`config.mk`:
```
export PLATFORM = sky130hd
export DESIGN_NAME = ifm_feeder
export DESIGN_NICKNAME = d
export VERILOG_FILES = /design/src/rtl/ifm_feeder_pkg.sv /design/src/rtl/ifm_skid_reg.sv /design/src/rtl/ifm_feeder.sv
export SDC_FILE = /design/constraint.sdc
export NUM_CORES = 1
export LEC_CHECK = 0
export ABC_CLOCK_PERIOD_IN_PS = 8700
export BUFFER_PORTS_ARGS = -buffer_cell sky130_fd_sc_hd__buf_2
export CAP_MARGIN = 15
export CORE_ASPECT_RATIO = 0.75
export CORE_MARGIN = 2
export CORE_UTILIZATION = 45
export DETAILED_ROUTE_END_ITERATION = 7
export GPL_TIMING_DRIVEN = 0
export MAX_ROUTING_LAYER = met4
export PLACE_DENSITY = 0.66
export SYNTH_ARGS = -nofsm -noshare
export SYNTH_HDL_FRONTEND = slang
export SYNTH_SLANG_ARGS = --single-unit
```
`constraint.sdc`:
```
create_clock -name clk -period 8.7 [get_ports clk]
set_clock_uncertainty 0.1 [all_clocks]
set_input_delay 1.74 -clock clk [delete_from_list [all_inputs] [get_ports clk]]
set_output_delay 1.74 -clock clk [all_outputs]
set_load 0.01 [all_outputs]
```
`src/rtl/ifm_feeder_pkg.sv`:
```
// Shared types and defaults for the IFM feeder slice.
package ifm_feeder_pkg;

  localparam int DATA_W     = 8;
  localparam int ADDR_W_DEF = 12;
  localparam int CNT_W_DEF  = 8;

  // Tile sequencing states.
  typedef enum logic [1:0] {
    ST_IDLE  = 2'd0,
    ST_FETCH = 2'd1,
    ST_DRAIN = 2'd2,
    ST_DONE  = 2'd3
  } state_e;

endpackage

```
`src/rtl/ifm_skid_reg.sv`:
```
// Output register plus one-entry skid buffer. Data returning from the SRAM
// lands in the output register when it is free (or emptying this edge),
// otherwise in the skid; the skid refills the output register on a transfer.
module ifm_skid_reg
  import ifm_feeder_pkg::*;
#(
  parameter int W = DATA_W
) (
  input  logic         clk,
  input  logic         rst_n,
  input  logic         in_vld_i,
  input  logic [W-1:0] in_data_i,
  input  logic         stall_i,
  output logic [W-1:0] out_data_o,
  output logic         out_vld_o,
  output logic         skid_full_o
);

  logic [W-1:0] out_q, out_d;
  logic         ov_q, ov_d;
  logic [W-1:0] sk_q, sk_d;
  logic         sv_q, sv_d;
  logic         xfer;

  assign xfer = ov_q & ~stall_i;

  // Next state: drain on transfer first, then place any returning byte.
  always_comb begin
    out_d = out_q;
    ov_d  = ov_q;
    sk_d  = sk_q;
    sv_d  = sv_q;
    if (xfer) begin
      if (sv_q) begin
        out_d = sk_q;
        ov_d  = 1'b1;
        sv_d  = 1'b0;
      end else begin
        ov_d  = 1'b0;
      end
    end
    if (in_vld_i) begin
      if (!ov_d) begin
        out_d = in_data_i;
        ov_d  = 1'b1;
      end else begin
        sk_d  = in_data_i;
        sv_d  = 1'b1;
      end
    end
  end

  // Output and skid registers.
  always_ff @(posedge clk or negedge rst_n) begin
    if (!rst_n) begin
      out_q <= '0;
      ov_q  <= 1'b0;
      sk_q  <= '0;
      sv_q  <= 1'b0;
    end else begin
      out_q <= out_d;
      ov_q  <= ov_d;
      sk_q  <= sk_d;
      sv_q  <= sv_d;
    end
  end

  assign out_data_o  = out_q;
  assign out_vld_o   = ov_q;
  assign skid_full_o = sv_q;

endmodule

```
`src/rtl/ifm_feeder.sv`:
```
// Raster-order tile fetcher: walks a rectangular IFM tile in SRAM and streams
// its bytes to the IFM shift buffer under the shared pipeline stall.
module ifm_feeder
  import ifm_feeder_pkg::*;
#(
  parameter int ADDR_W = ADDR_W_DEF,
  parameter int CNT_W  = CNT_W_DEF
) (
  input  logic                     clk,
  input  logic                     rst_n,
  input  logic                     start,
  input  logic [ADDR_W-1:0]        base_addr,
  input  logic [CNT_W-1:0]         num_cols,
  input  logic [CNT_W-1:0]         num_rows,
  input  logic [ADDR_W-1:0]        row_stride,
  input  logic                     stall,
  output logic                     sram_cs,
  output logic [ADDR_W-1:0]        sram_addr,
  input  logic [DATA_W-1:0]        sram_rdata,
  output logic signed [DATA_W-1:0] ifm_input,
  output logic                     ifm_read,
  output logic                     busy,
  output logic                     done
);

  state_e            state_q, state_d;
  logic [CNT_W-1:0]  col_q, col_d;
  logic [CNT_W-1:0]  row_q, row_d;
  logic [ADDR_W-1:0] row_base_q, row_base_d;
  logic [CNT_W-1:0]  ncols_q, ncols_d;
  logic [CNT_W-1:0]  nrows_q, nrows_d;
  logic [ADDR_W-1:0] stride_q, stride_d;
  logic              rvalid_q;
  logic              skid_full;
  logic              issue;
  logic              drained;
  logic [DATA_W-1:0] out_data;

  // A read may only go out when the skid has room for a late stall.
  assign issue = (state_q == ST_FETCH) && !stall && !skid_full;

  // Pipeline is empty after this edge: nothing in flight, skid empty and the
  // output register either empty or handing off its byte now.
  assign drained = !rvalid_q && !skid_full && (!ifm_read || !stall);

  assign sram_cs   = issue;
  assign sram_addr = issue ? (row_base_q + ADDR_W'(col_q)) : '0;
  assign busy      = (state_q == ST_FETCH) || (state_q == ST_DRAIN);
  assign done      = (state_q == ST_DONE);

  // Next-state logic: tile sequencing and raster counters.
  always_comb begin
    state_d    = state_q;
    col_d      = col_q;
    row_d      = row_q;
    row_base_d = row_base_q;
    ncols_d    = ncols_q;
    nrows_d    = nrows_q;
    stride_d   = stride_q;
    case (state_q)
      ST_IDLE: begin
        if (start) begin
          ncols_d    = num_cols;
          nrows_d    = num_rows;
          stride_d   = row_stride;
          col_d      = '0;
          row_d      = '0;
          row_base_d = base_addr;
          if (num_cols == '0 || num_rows == '0) state_d = ST_DONE;
          else                                   state_d = ST_FETCH;
        end
      end
      ST_FETCH: begin
        if (issue) begin
          if (col_q == ncols_q - CNT_W'(1)) begin
            col_d      = '0;
            row_d      = row_q + CNT_W'(1);
            row_base_d = row_base_q + stride_q;
            if (row_q == nrows_q - CNT_W'(1)) state_d = ST_DRAIN;
          end else begin
            col_d = col_q + CNT_W'(1);
          end
        end
      end
      ST_DRAIN: begin
        if (drained) state_d = ST_DONE;
      end
      ST_DONE: state_d = ST_IDLE;
      default: state_d = ST_IDLE;
    endcase
  end

  // State, geometry and counter registers.
  always_ff @(posedge clk or negedge rst_n) begin
    if (!rst_n) begin
      state_q    <= ST_IDLE;
      col_q      <= '0;
      row_q      <= '0;
      row_base_q <= '0;
      ncols_q    <= '0;
      nrows_q    <= '0;
      stride_q   <= '0;
    end else begin
      state_q    <= state_d;
      col_q      <= col_d;
      row_q      <= row_d;
      row_base_q <= row_base_d;
      ncols_q    <= ncols_d;
      nrows_q    <= nrows_d;
      stride_q   <= stride_d;
    end
  end

  // Marks the cycle in which sram_rdata carries the byte read last cycle.
  always_ff @(posedge clk or negedge rst_n) begin
    if (!rst_n) rvalid_q <= 1'b0;
    else        rvalid_q <= issue;
  end

  ifm_skid_reg #(.W(DATA_W)) u_skid (
    .clk         (clk),
    .rst_n       (rst_n),
    .in_vld_i    (rvalid_q),
    .in_data_i   (sram_rdata),
    .stall_i     (stall),
    .out_data_o  (out_data),
    .out_vld_o   (ifm_read),
    .skid_full_o (skid_full)
  );

  assign ifm_input = out_data;

endmodule
```
==> out/results.ini <==
[cts]
htreeDepth=3
cts_resized=0
cts_sinks=77
post_cts_buffers=0
cts-root-buf=clkbuf_16
clkSlewWorstSetupHoldPaths_ns=0.06
insertion_delay_ns=0.33
cts-hold-fix-buffers=0
clockBufferDepth=2
cts_tree=done
cts_made_buffers=9

[global_route]
gr-usage-all-layers_pct=21.1
grt_max_degree=65
antenna_found_initial=0
grt_pass1_vias=3669
grt_pass1_wl_mm=18.2
grt_overflow_total=0

[sta]
min_period_over_period_pct=59.6
rsz0062_at_grt=no
finalWorstPathRequiredPeriod_ns=5.18
fin_ws_ns=3.52
max_slew.worst_pin.slew_ns=0.845
slew-limit-headroom_pct=43.4
hold_viol_final=0
setup_viol=0
slew_violations=0
hold_slack_ns=0.404
fmax_mhz=193
setup_tns_ns=0

[drt]
drtIter0Drc=233
drc=0
wl_per_cell_um=15.9
drtAntennaViolNets=0
vias=3910
finalWirelength_mm=11.3
first_pass_iters=5
via_per_inst=5.51

[power]
power_uw=2200
p_leak_uw=0.00268
ir_worst_vdd_uv=193
power_density_nw_per_um2=387

[finish]
area_growth_pct=17.9
nets=650
antenna_cells=0
n_fill_cell=931
final_cells=709
drive_gt1_share_pct=24.1

[critical_path]
critPathLaunchType=flip-flop
cp_max_fo=6
crit_family=compound AO/OA/AOI/OAI gates
critPathSlowestCell=a2111oi_0
critPathBufInv=1
cpPeakStageDelay_ns=0.74
arrival_ns=3.34
r2r_setup_slack_ns=5.76
path_class=flip-flop to primary output
cp_common_cell=a21o_1
path_cells=ha_1 -> a21o_1 -> a21o_1 -> a2111oi_0 -> nor3_1 -> a211oi_1 -> o21ai_0 -> a21oi_1 -> buf_2
end_kind=primary output
required_ns=6.86

[yosys]
yosys-top-cells-count=dfrtp_1, nor2_1, mux2_2
syn_nets=563
synth-seq-cells=77
yosys_warnings=0
avgSynthCellArea_um2=10.0
synthDistinctLibCells=57
synth-main-ff-cell=dfrtp_1
ys_seq_area_share_pct=39.9
syn_area_um2=4830
synth_top_area_share_pct=39.9
synthArstFlopShare_pct=100
yosysMostFrequentCell=dfrtp_1
synth_edf_count=0
syn_inst=482
synth_top_cells_by_area=dfrtp_1, mux2_2, ha_1
synth_area_leader_cell=dfrtp_1

[die]
dieArea_um2=11600
io_pins=76
die_w_um=124
fp-row-count=32
fp.dieH_um=93.7
initial_core_util_pct=46.6
core-area_um2=10400

[run_status]
status=finished clean

[place]
place_inst=694
hpwl_mm=8.64
port_buffers=75
place_congestion=0.907
dp_slack_ns=3.62

[job]
max_cap_viol_count=0

[min_path]
worstHoldPathType=flip-flop to flip-flop

==> cell usage in the layout, fill, tap and decap left out, types with 3 or more instances in the layout <==
cell type	synthesis	layout
clkbuf_1	10	11
mux2_2	37	37
nand3b_1	5	5
buf_2	3	77
a31oi_1	5	5
xnor2_1	30	30
or3_1	3	3
nor2b_1	8	8
nor2_1	47	47
nand3_1	11	11
nand2b_1	7	7
nor4_1	6	6
a211oi_1	6	6
o21a_1	3	3
and3_1	5	5
xor2_1	15	15
nor3_1	8	8
and2_1	5	5
inv_1	14	14
o21ai_0	20	20
nand4_1	3	3
a21o_1	8	8
clkbuf_16	0	9
a21oi_1	23	23
mux2_1	4	4
nand2_1	36	36
dfrtp_1	77	77
ha_1	27	27
mux2i_1	19	19
==> worst register-to-register path: stages (launching register included) <==
cell	delay, ns
dfrtp_1	0.45
inv_1	0.07
ha_1	0.25
nor2b_1	0.15
or3_1	0.36
a31oi_2	0.24
o2111ai_4	0.30
o41ai_1	0.56
nand2_1	0.18
mux2i_1	0.15
==> power breakdown <==
part / switching, uW / total [uW] / internal (uW) / leakage (uW)
clock: 142 / 370 / 228 / 0.000145
combinational: 646 / 1180 / 538 / 0.00159
sequential: 142 / 652 / 510 / 0.000952
total: 929 / 2200 / 1280 / 0.00268
==> registers in the layout, indices dropped and copies added (netlist names) <==
register            cells
u_skid.skid_full_o      1
state_q                 2
u_skid.sk_q             8
ncols_q                 8
row_base_q             12
row_q                   8
stride_q               12
u_skid.out_data_o       8
u_skid.out_vld_o        1
col_q                   8
rvalid_q                1
nrows_q                 8
==> cells by family (layout without fill, tap and decap cells) <==
family	Yosys count	in the layout	share of synthesized area, %
compound gates	88	88	12.6
xor+xnor	45	45	8.16
fa+ha+maj	29	29	7.82
buf+inv	28	119	2.25
flops	77	77	39.9
mux	60	60	13.5
simple gates	155	155	15.8
==> per-stage QoR <==
| step | utilization, % | instance area [um^2] |
|---|---|---|
| after floorplan | - | 4830 |
| after global placement | 51.9 | 5380 |
| after detailed placement | 52.1 | 5410 |
| after CTS | 55.0 | 5700 |
| after global routing | 55.0 | 5700 |
| final | 55.0 | 5700 |
==> routing by layer <==
metal  global-route usage (%)  up-vias  share of wire (%)  wire, um
met3                     4.07        8                4.8       546
met5                        -        -                  0         0
met4                     5.40        0               0.82        92
met1                     29.3     1912                 48      5390
met2                     31.8       85                 47      5240
li1                         -     1905                  -         -
==> path summary, 6_finish.rpt <==
| path | start | endpoint | cells past startpoint |
|---|---|---|---|
| min in group asynchronous | rst_n | stride_q[8] | 1 |
| max in group asynchronous | rst_n | row_base_q[7] | 2 |
| worst max register to register | ncols_q[0] | state_q[1] | 9 |
| worst min register to register | u_skid.sk_q[5] | u_skid.sk_q[5] | 1 |
| worst min-delay path | u_skid.sk_q[5] | u_skid.sk_q[5] | 1 |
| worst max-delay path | col_q[1] | sram_addr[11] | 9 |
==> cell type report <==
cell class / instances / area (um^2) / share of cell area, %
inverter: 14 / 52.6 / 0.922
buffer: 14 / 56.3 / 0.988
clock buffer: 11 / 243 / 4.26
multi-input combinational: 377 / 2800 / 49.1
tap: 136 / 170 / 2.99
timing repair buffer: 76 / 405 / 7.11
sequential: 77 / 1930 / 33.8
clock inverter: 4 / 48.8 / 0.856
(Power assumes the default switching activity.)
